### config.mk
export PLATFORM = sky130hd
export DESIGN_NAME = lut_mul_seq_ctrl
export DESIGN_NICKNAME = d
export VERILOG_FILES = /design/src/rtl/lut_mul_pkg.sv /design/src/rtl/lut_mul_tag_pipe.sv /design/src/rtl/lut_mul_seq_ctrl.sv
export SDC_FILE = /design/constraint.sdc
export NUM_CORES = 1
export LEC_CHECK = 0
export BUFFER_PORTS_ARGS = -buffer_cell sky130_fd_sc_hd__buf_2
export CAP_MARGIN = 0
export CORE_ASPECT_RATIO = 1.4
export CORE_MARGIN = 5
export CORE_UTILIZATION = 27
export CTS_CLUSTER_DIAMETER = 150
export DETAILED_ROUTE_END_ITERATION = 10
export PLACE_DENSITY_LB_ADDON = 0.08
export SLEW_MARGIN = 20
export SYNTH_ARGS = -nofsm -noshare
export SYNTH_HDL_FRONTEND = slang
export SYNTH_HIERARCHICAL = 1
export SYNTH_SLANG_ARGS = --single-unit
### constraint.sdc
create_clock -name clk -period 3.8 [get_ports clk]
set_input_delay 0.19 -clock clk [delete_from_list [all_inputs] [get_ports clk]]
set_output_delay 0.19 -clock clk [all_outputs]
set_load 0.005 [all_outputs]
### src/rtl/lut_mul_pkg.sv
// Shared types and widths for the LUT multiplier sequencer.
package lut_mul_pkg;

  typedef enum logic [1:0] {S_IDLE, S_ISSUE, S_DRAIN, S_DONE} state_t;

  localparam int NIB_W  = 4;   // multiplier narrow operand width
  localparam int PP_W   = 36;  // significant partial product bits
  localparam int PROD_W = 64;  // full product width

  // True when every nibble above index k is zero, i.e. issuing nibble k
  // already covers all non-zero digits of b.
  function automatic logic hi_nibs_zero(input logic [63:0] b, input int k);
    return (b >> (NIB_W * (k + 1))) == 64'd0;
  endfunction

endpackage

### src/rtl/lut_mul_tag_pipe.sv
// Delay line carrying {valid, nibble index} of each issued nibble so the
// returning partial product knows its shift amount.
module lut_mul_tag_pipe
  import lut_mul_pkg::*;
#(
  parameter int STAGES = 1,
  parameter int KW     = 3
) (
  input  logic          clk,
  input  logic          resetn,
  input  logic          in_vld,
  input  logic [KW-1:0] in_k,
  output logic          out_vld,
  output logic [KW-1:0] out_k
);

  logic [STAGES:1]         vld_pipe;
  logic [STAGES:1][KW-1:0] k_pipe;

  // Shift tags one stage per cycle; cleared on reset so no stale return
  // survives an aborted operation.
  always_ff @(posedge clk or negedge resetn) begin
    if (!resetn) begin
      vld_pipe <= '0;
      k_pipe   <= '0;
    end else begin
      vld_pipe[1] <= in_vld;
      k_pipe[1]   <= in_k;
      for (int i = 2; i <= STAGES; i++) begin
        vld_pipe[i] <= vld_pipe[i-1];
        k_pipe[i]   <= k_pipe[i-1];
      end
    end
  end

  assign out_vld = vld_pipe[STAGES];
  assign out_k   = k_pipe[STAGES];

endmodule

### src/rtl/lut_mul_seq_ctrl.sv
// Sequencer for a 32x4 LUT multiplier: slices B into nibbles, issues one
// per cycle, accumulates shifted partial products, returns the 64b product.
// Build option LUT_MUL_EARLY_TERM_EN: stop issuing once the remaining
// higher nibbles of B are all zero.
module lut_mul_seq_ctrl
  import lut_mul_pkg::*;
#(
  parameter int MUL_LAT = 1,
  parameter int A_W     = 32,
  parameter int NIB     = 8
) (
  input  logic                clk,
  input  logic                resetn,
  input  logic                in_valid,
  output logic                in_ready,
  input  logic [A_W-1:0]      in_a,
  input  logic [NIB_W*NIB-1:0] in_b,
  output logic [A_W-1:0]      mul_a,
  output logic [NIB_W-1:0]    mul_b,
  input  logic [PROD_W-1:0]   mul_result,
  output logic                out_valid,
  input  logic                out_ready,
  output logic [PROD_W-1:0]   out_prod,
  output logic                busy
);

  localparam int B_W = NIB_W * NIB;
  localparam int KW  = (NIB > 1) ? $clog2(NIB) : 1;
  localparam int CW  = $clog2(NIB + 1);

  state_t            state, state_nxt;
  logic [B_W-1:0]    b_q;
  logic [KW-1:0]     k_q, k_nxt;
  logic [CW-1:0]     iss_cnt, ret_cnt;
  logic [PROD_W-1:0] acc, pp;
  logic              accept, last_issue, drained;
  logic              tag_vld;
  logic [KW-1:0]     tag_k;
  logic              unused_hi;

  assign unused_hi = ^mul_result[PROD_W-1:PP_W];

  assign k_nxt   = k_q + KW'(1);
  assign drained = (ret_cnt == iss_cnt);
  assign pp      = PROD_W'(mul_result[PP_W-1:0]) << (NIB_W * int'(tag_k));

`ifdef LUT_MUL_EARLY_TERM_EN
  assign last_issue = (k_q == KW'(NIB - 1)) || hi_nibs_zero(64'(b_q), int'(k_q));
`else
  assign last_issue = (k_q == KW'(NIB - 1));
`endif

  assign in_ready  = (state == S_IDLE);
  assign busy      = (state != S_IDLE);
  assign out_valid = (state == S_DONE);

  // State register.
  always_ff @(posedge clk or negedge resetn) begin
    if (!resetn) state <= S_IDLE;
    else         state <= state_nxt;
  end

  // Next-state decode and accept strobe.
  always_comb begin
    state_nxt = state;
    accept    = 1'b0;
    case (state)
      S_IDLE:  if (in_valid) begin
                 accept    = 1'b1;
                 state_nxt = S_ISSUE;
               end
      S_ISSUE: if (last_issue) state_nxt = S_DRAIN;
      S_DRAIN: if (drained)    state_nxt = S_DONE;
      S_DONE:  if (out_ready)  state_nxt = S_IDLE;
      default: state_nxt = S_IDLE;
    endcase
  end

  // Operand latch, nibble issue and issue counting.
  always_ff @(posedge clk or negedge resetn) begin
    if (!resetn) begin
      mul_a   <= '0;
      mul_b   <= '0;
      b_q     <= '0;
      k_q     <= '0;
      iss_cnt <= '0;
    end else if (accept) begin
      mul_a   <= in_a;
      b_q     <= in_b;
      mul_b   <= in_b[NIB_W-1:0];
      k_q     <= '0;
      iss_cnt <= CW'(1);
    end else if (state == S_ISSUE) begin
      if (last_issue) begin
        mul_b <= '0;
      end else begin
        k_q     <= k_nxt;
        mul_b   <= b_q[NIB_W*k_nxt +: NIB_W];
        iss_cnt <= iss_cnt + CW'(1);
      end
    end
  end

  // Accumulate returning partial products; a new request clears the sum.
  always_ff @(posedge clk or negedge resetn) begin
    if (!resetn) begin
      acc     <= '0;
      ret_cnt <= '0;
    end else if (accept) begin
      acc     <= '0;
      ret_cnt <= '0;
    end else if (tag_vld) begin
      acc     <= acc + pp;
      ret_cnt <= ret_cnt + CW'(1);
    end
  end

  // Product register, loaded once all partial products have returned.
  always_ff @(posedge clk or negedge resetn) begin
    if (!resetn)                          out_prod <= '0;
    else if (state == S_DRAIN && drained) out_prod <= acc;
  end

  lut_mul_tag_pipe #(.STAGES(MUL_LAT), .KW(KW)) u_tag_pipe (
    .clk     (clk),
    .resetn  (resetn),
    .in_vld  (state == S_ISSUE),
    .in_k    (k_q),
    .out_vld (tag_vld),
    .out_k   (tag_k)
  );

endmodule

==> results by stage <==
Global route:
- The initial antenna violation count came to 1.
- The largest net degree at the start of global routing is 78.
- The via count of the first global-routing pass was 14,100.
- The final global-route overflow total is 0.
- The first global-routing pass estimated roughly 83 mm of wire.
- For this run, the total global-route usage over all layers was measured as 18.7%.

STA:
- For the final routed database, the setup TNS stands at 0 ns.
- The post-route clock period utilization is 99.5%.
- The maximum frequency from static timing analysis is 0.265 GHz.
- Clock skew on the completed layout was measured at between 0.03 and 0.04 ns.
- The relative max-transition margin is approximately 36%.
- The smallest setup slack after layout is roughly 0.020 ns.
- The worst path in the final design needs a cycle of 3.78 ns, including I/O delays and setup.
- The count of endpoints failing hold in the final timing report was 0.
- The max-slew violation total from the final report is 0.
- The count of final setup violators is 0.
- The transition time at the pin with the least slew margin is 0.954 ns.
- Setup repair after global routing could not meet its margin everywhere.

Critical path:
- Data on the critical path arrives at its endpoint at about 4.2 ns.
- STA classifies the critical path startpoint as a flip-flop.
- The classification of the worst setup path is flip-flop to flip-flop.
- Measured in cells, the most critical reg-to-reg path has a length of 17.
- The largest fanout of any net on the critical path is 8.
- On the critical path, the stage with the largest delay is an instance of sky130_fd_sc_hd__a221o_1.
- The critical path endpoint category is a flip-flop.
- Walking the worst path, the cells encountered are buf_12 > buf_6 > mux2_2 > nor2_2 > a21oi_2 > buf_4 > nand2_1 > o21ai_2 > ha_1 > and2_4 > a311o_1 > a221o_1 > a2bb2oi_2 > o211a_4 > o21a_4 > nor3_1 > or3_1.
- The worst path required time is between 4 and 5 ns.
- For this run, the slowest stage of the critical path takes 0.39 ns.

Power and ir drop:
- The part of the total power dissipated in combinational logic is approximately 65%.
- The internal power contribution is 11.7 mW.
- The peak ir drop on the vdd network is 0.000475 V.
- The net switching component of the power is ~8.5 mW.
- The proportion of total power due to net switching is 42.1%.
- The clock network power share is 13.9%.
- The total power per unit cell area is a little under 1000 mW/mm^2.
- The register share of total power is 20.7%.
- In this run the static leakage power is 10.1 nW.

Synth:
- The portion of synthesized cell area occupied by the leading cell type is approximately two fifths.
- The number of register bits inferred by synthesis is 213.
- The cell taking the most area after synthesis is sky130_fd_sc_hd__dfrtp_1.
- The number of nets in the synthesized netlist is approximately 1,800.
- Yosys mapped a number of flops with a built-in enable equal to 0.
- Dividing the synthesized area by the synthesized cell count gives 8.85 sq um.
- The Yosys warning count is 6.
- The commonest register cell after synthesis is sky130_fd_sc_hd__dfrtp_1.
- Of all flip-flops after synthesis, the portion carrying an async set or reset was 100%.
- The synthesized cell area is 0.0138 sq mm.
- The count of cell types in the netlist is 70.
- In the post-synthesis netlist, the biggest area contributors are sky130_fd_sc_hd__dfrtp_1, sky130_fd_sc_hd__nand2_1, sky130_fd_sc_hd__ha_1, sky130_fd_sc_hd__mux2_2, sky130_fd_sc_hd__mux2i_1.
- The sequential-to-total area share from yosys stat is 38.7%.
- Synthesis produced a netlist whose cell count is between 1,500 and 2,000.

Job:
- The tool flagged a number of max-cap violations equal to 0.

Clock network:
- Clock-pin slew was measured on the worst setup and hold paths at about 0.070 ns.
- TritonCTS built the clock tree.
- CTS built an H-tree with a depth of 1.
- The cell at the root of the clock tree is sky130_fd_sc_hd__clkbuf_16.
- The clock reaches the later pin of the worst-skew pair after roughly 0.56 ns.
- CTS saw 213 sinks.
- Buffers inserted during clock tree synthesis total 25.
- The clock passes through at most 3 buffers.

Drt:
- The first-pass iteration count of the detailed router is 5.
- The first routing iteration left 455 violations.
- The detail route stage leaves a number of antenna-violating nets equal to 0.
- Using the TritonRoute via totals, the vias-per-cell ratio works out to 4.87.
- The number of DRC violations after detailed routing is 0.
- The detailed-route wire length per cell is about 20 um.
- Wires add up to 53.7 mm.
- The routed layout has about 13,000 vias.

Floorplanning:
- The number of placement rows is 98.
- In this run the vertical extent of the chip is 277 um.
- The die extent in x is 201 um.
- The starting utilization of the core area is 27.1%.
- The total I/O pin count is approximately 240.
- The placeable core region is 0.0508 sq mm.
- The die footprint is 0.0556 sq mm.

Min path:
- Along the worst hold path, the cell count comes to 5.
- The path class of the tightest hold or removal check is input pin to flip-flop.

Place:
- Timing analysis after detailed placement gives a worst setup slack of -0.513 ns.
- Routability-driven placement finished with a final weighted congestion of roughly 0.9.
- The sum of net half-perimeters after detailed placement is 41.0 mm.
- In this run the tool buffered the top-level ports with 206 buffer cells.

Layout:
- The ratio of cells with drive above 1 in the final layout is 40.6%.
- The number of fill cells is 5,197.
- 0 antenna diodes ended up in the layout.
- The area growth from synthesis to layout is 50.4%.
- The library cell used most frequently in the layout, excluding fill and tap cells, is sky130_fd_sc_hd__nand2_1.
- The library cells used most frequently in the layout, excluding fill and tap cells, are sky130_fd_sc_hd__nand2_1, sky130_fd_sc_hd__buf_4, sky130_fd_sc_hd__dfrtp_1.
- The post-layout net count is around 2,300.

Run status:
- The flow ran to the end, and the final reports show no timing, DRC or antenna violations.
-- state kept, by name, summed over array words and instances, names as in the netlist --
signal,count
acc,64
b_q,32
iss_cnt,4
k_q,3
mul_a,32
mul_b,4
out_prod,64
ret_cnt,4
state,2
u_tag_pipe/out_k,3
u_tag_pipe/out_vld,1
-- cells by family (layout without fill, tap and decap cells) --
family                     count (synthesis)  in the layout  share of synthesized area (%)
and+or+nand+nor                          603            603                           19.1
AOI/OAI and AO/OA                        339            339                           15.9
DFF                                      213            213                           38.7
muxes                                    160            160                           13.1
buffers and inverters                    120            664                           3.49
adders and majority gates                 72             72                           6.60
xor gates and xnor gates                  48             48                           3.06
-- final timing paths --
check | startpoint | to | slack [ns]
worst min-delay path | mul_result[35] | acc[63]$_DFFE_PN0P_ | 0.12
worst max register to register | u_tag_pipe/out_k[1]$_DFF_PN0_ | acc[54]$_DFFE_PN0P_ | 0.02
worst max-delay path | u_tag_pipe/out_k[1]$_DFF_PN0_ | acc[54]$_DFFE_PN0P_ | 0.02
max in group asynchronous | resetn | mul_a[15]$_DFFE_PN0P_ | 2.63
worst min register to register | k_q[2]$_DFFE_PN0P_ | u_tag_pipe/out_k[2]$_DFF_PN0_ | 0.42
min in group asynchronous | resetn | out_prod[33]$_DFFE_PN0P_ | 0.23
-- power groups by stage --
stage               logic (mW)  clock network (mW)  registers, mW
detailed placement        11.5                   0           4.23
global route              14.4                3.01           4.36
finish                    13.2                2.81           4.19
global placement          11.5                   0           4.20
floorplan                 6.37                   0           3.89
CTS                       12.3                2.92           4.21
-- per-layer routing --
metal | up-vias | wire [um] | GRT usage (%)
met4 | 0 | 1710 | 5.17
li1 | 6536 | - | -
met1 | 6491 | 21400 | 21.7
met5 | - | 0 | 0
met2 | 300 | 28200 | 35.5
met3 | 73 | 2460 | 3.12
-- worst max-delay path: cells and delay by family (launching register included) --
family	cells	cell delay (ns)
fa+ha+maj	1	0.37
compound gates	7	1.42
buf+inv	3	0.40
mux	1	0.35
simple gates	5	0.76
flops	1	0.37
-- synth_stat cells, types with 17 or more instances --
cell type,instances
sky130_fd_sc_hd__ha_1,71
sky130_fd_sc_hd__mux2_2,78
sky130_fd_sc_hd__nor2_1,127
sky130_fd_sc_hd__a211oi_1,17
sky130_fd_sc_hd__nand2_1,318
sky130_fd_sc_hd__o21ai_0,72
sky130_fd_sc_hd__nor3_1,31
sky130_fd_sc_hd__dfrtp_1,213
sky130_fd_sc_hd__clkbuf_1,71
sky130_fd_sc_hd__xnor2_1,30
sky130_fd_sc_hd__inv_1,32
sky130_fd_sc_hd__a21oi_1,98
sky130_fd_sc_hd__xor2_1,18
sky130_fd_sc_hd__nand3_1,29
sky130_fd_sc_hd__mux2i_1,73
sky130_fd_sc_hd__nand4_1,21
sky130_fd_sc_hd__a21o_1,43
-- cell type report --
cell class | count | area, sq um | share of cell area (%)
multi-input combinational | 1222 | 9230 | 44.6
sequential | 213 | 5340 | 25.8
timing repair buffer | 587 | 4240 | 20.5
tap | 650 | 813 | 3.93
clock buffer | 32 | 702 | 3.39
clock inverter | 13 | 244 | 1.18
inverter | 32 | 124 | 0.599
-- repair_timing --
item,in CTS,in global routing
resized for setup,130,165
endpoints found under the setup margin,33,35
endpoints found under the hold margin,142,0
gates cloned,2,0
hold buffers,65,0
pin swaps,27,60
setup buffers,12,21
-- through the flow --
stage          cells  hold WS [ns]  power (mW)  utilization, %  instance area, sq um
3_5_place_dp    2609         0.239        15.7            34.4                 17500
4_1_cts         2730        0.0940        19.4            38.9                 19800
6_report        2749         0.117        20.2            40.8                 20700
3_3_place_gp    2609         0.235        15.7            34.4                 17500
5_1_grt         2749         0.117        21.8            40.8                 20700
2_1_floorplan   1555        -0.106        10.3               -                 13800
(Power assumes the default switching activity.)
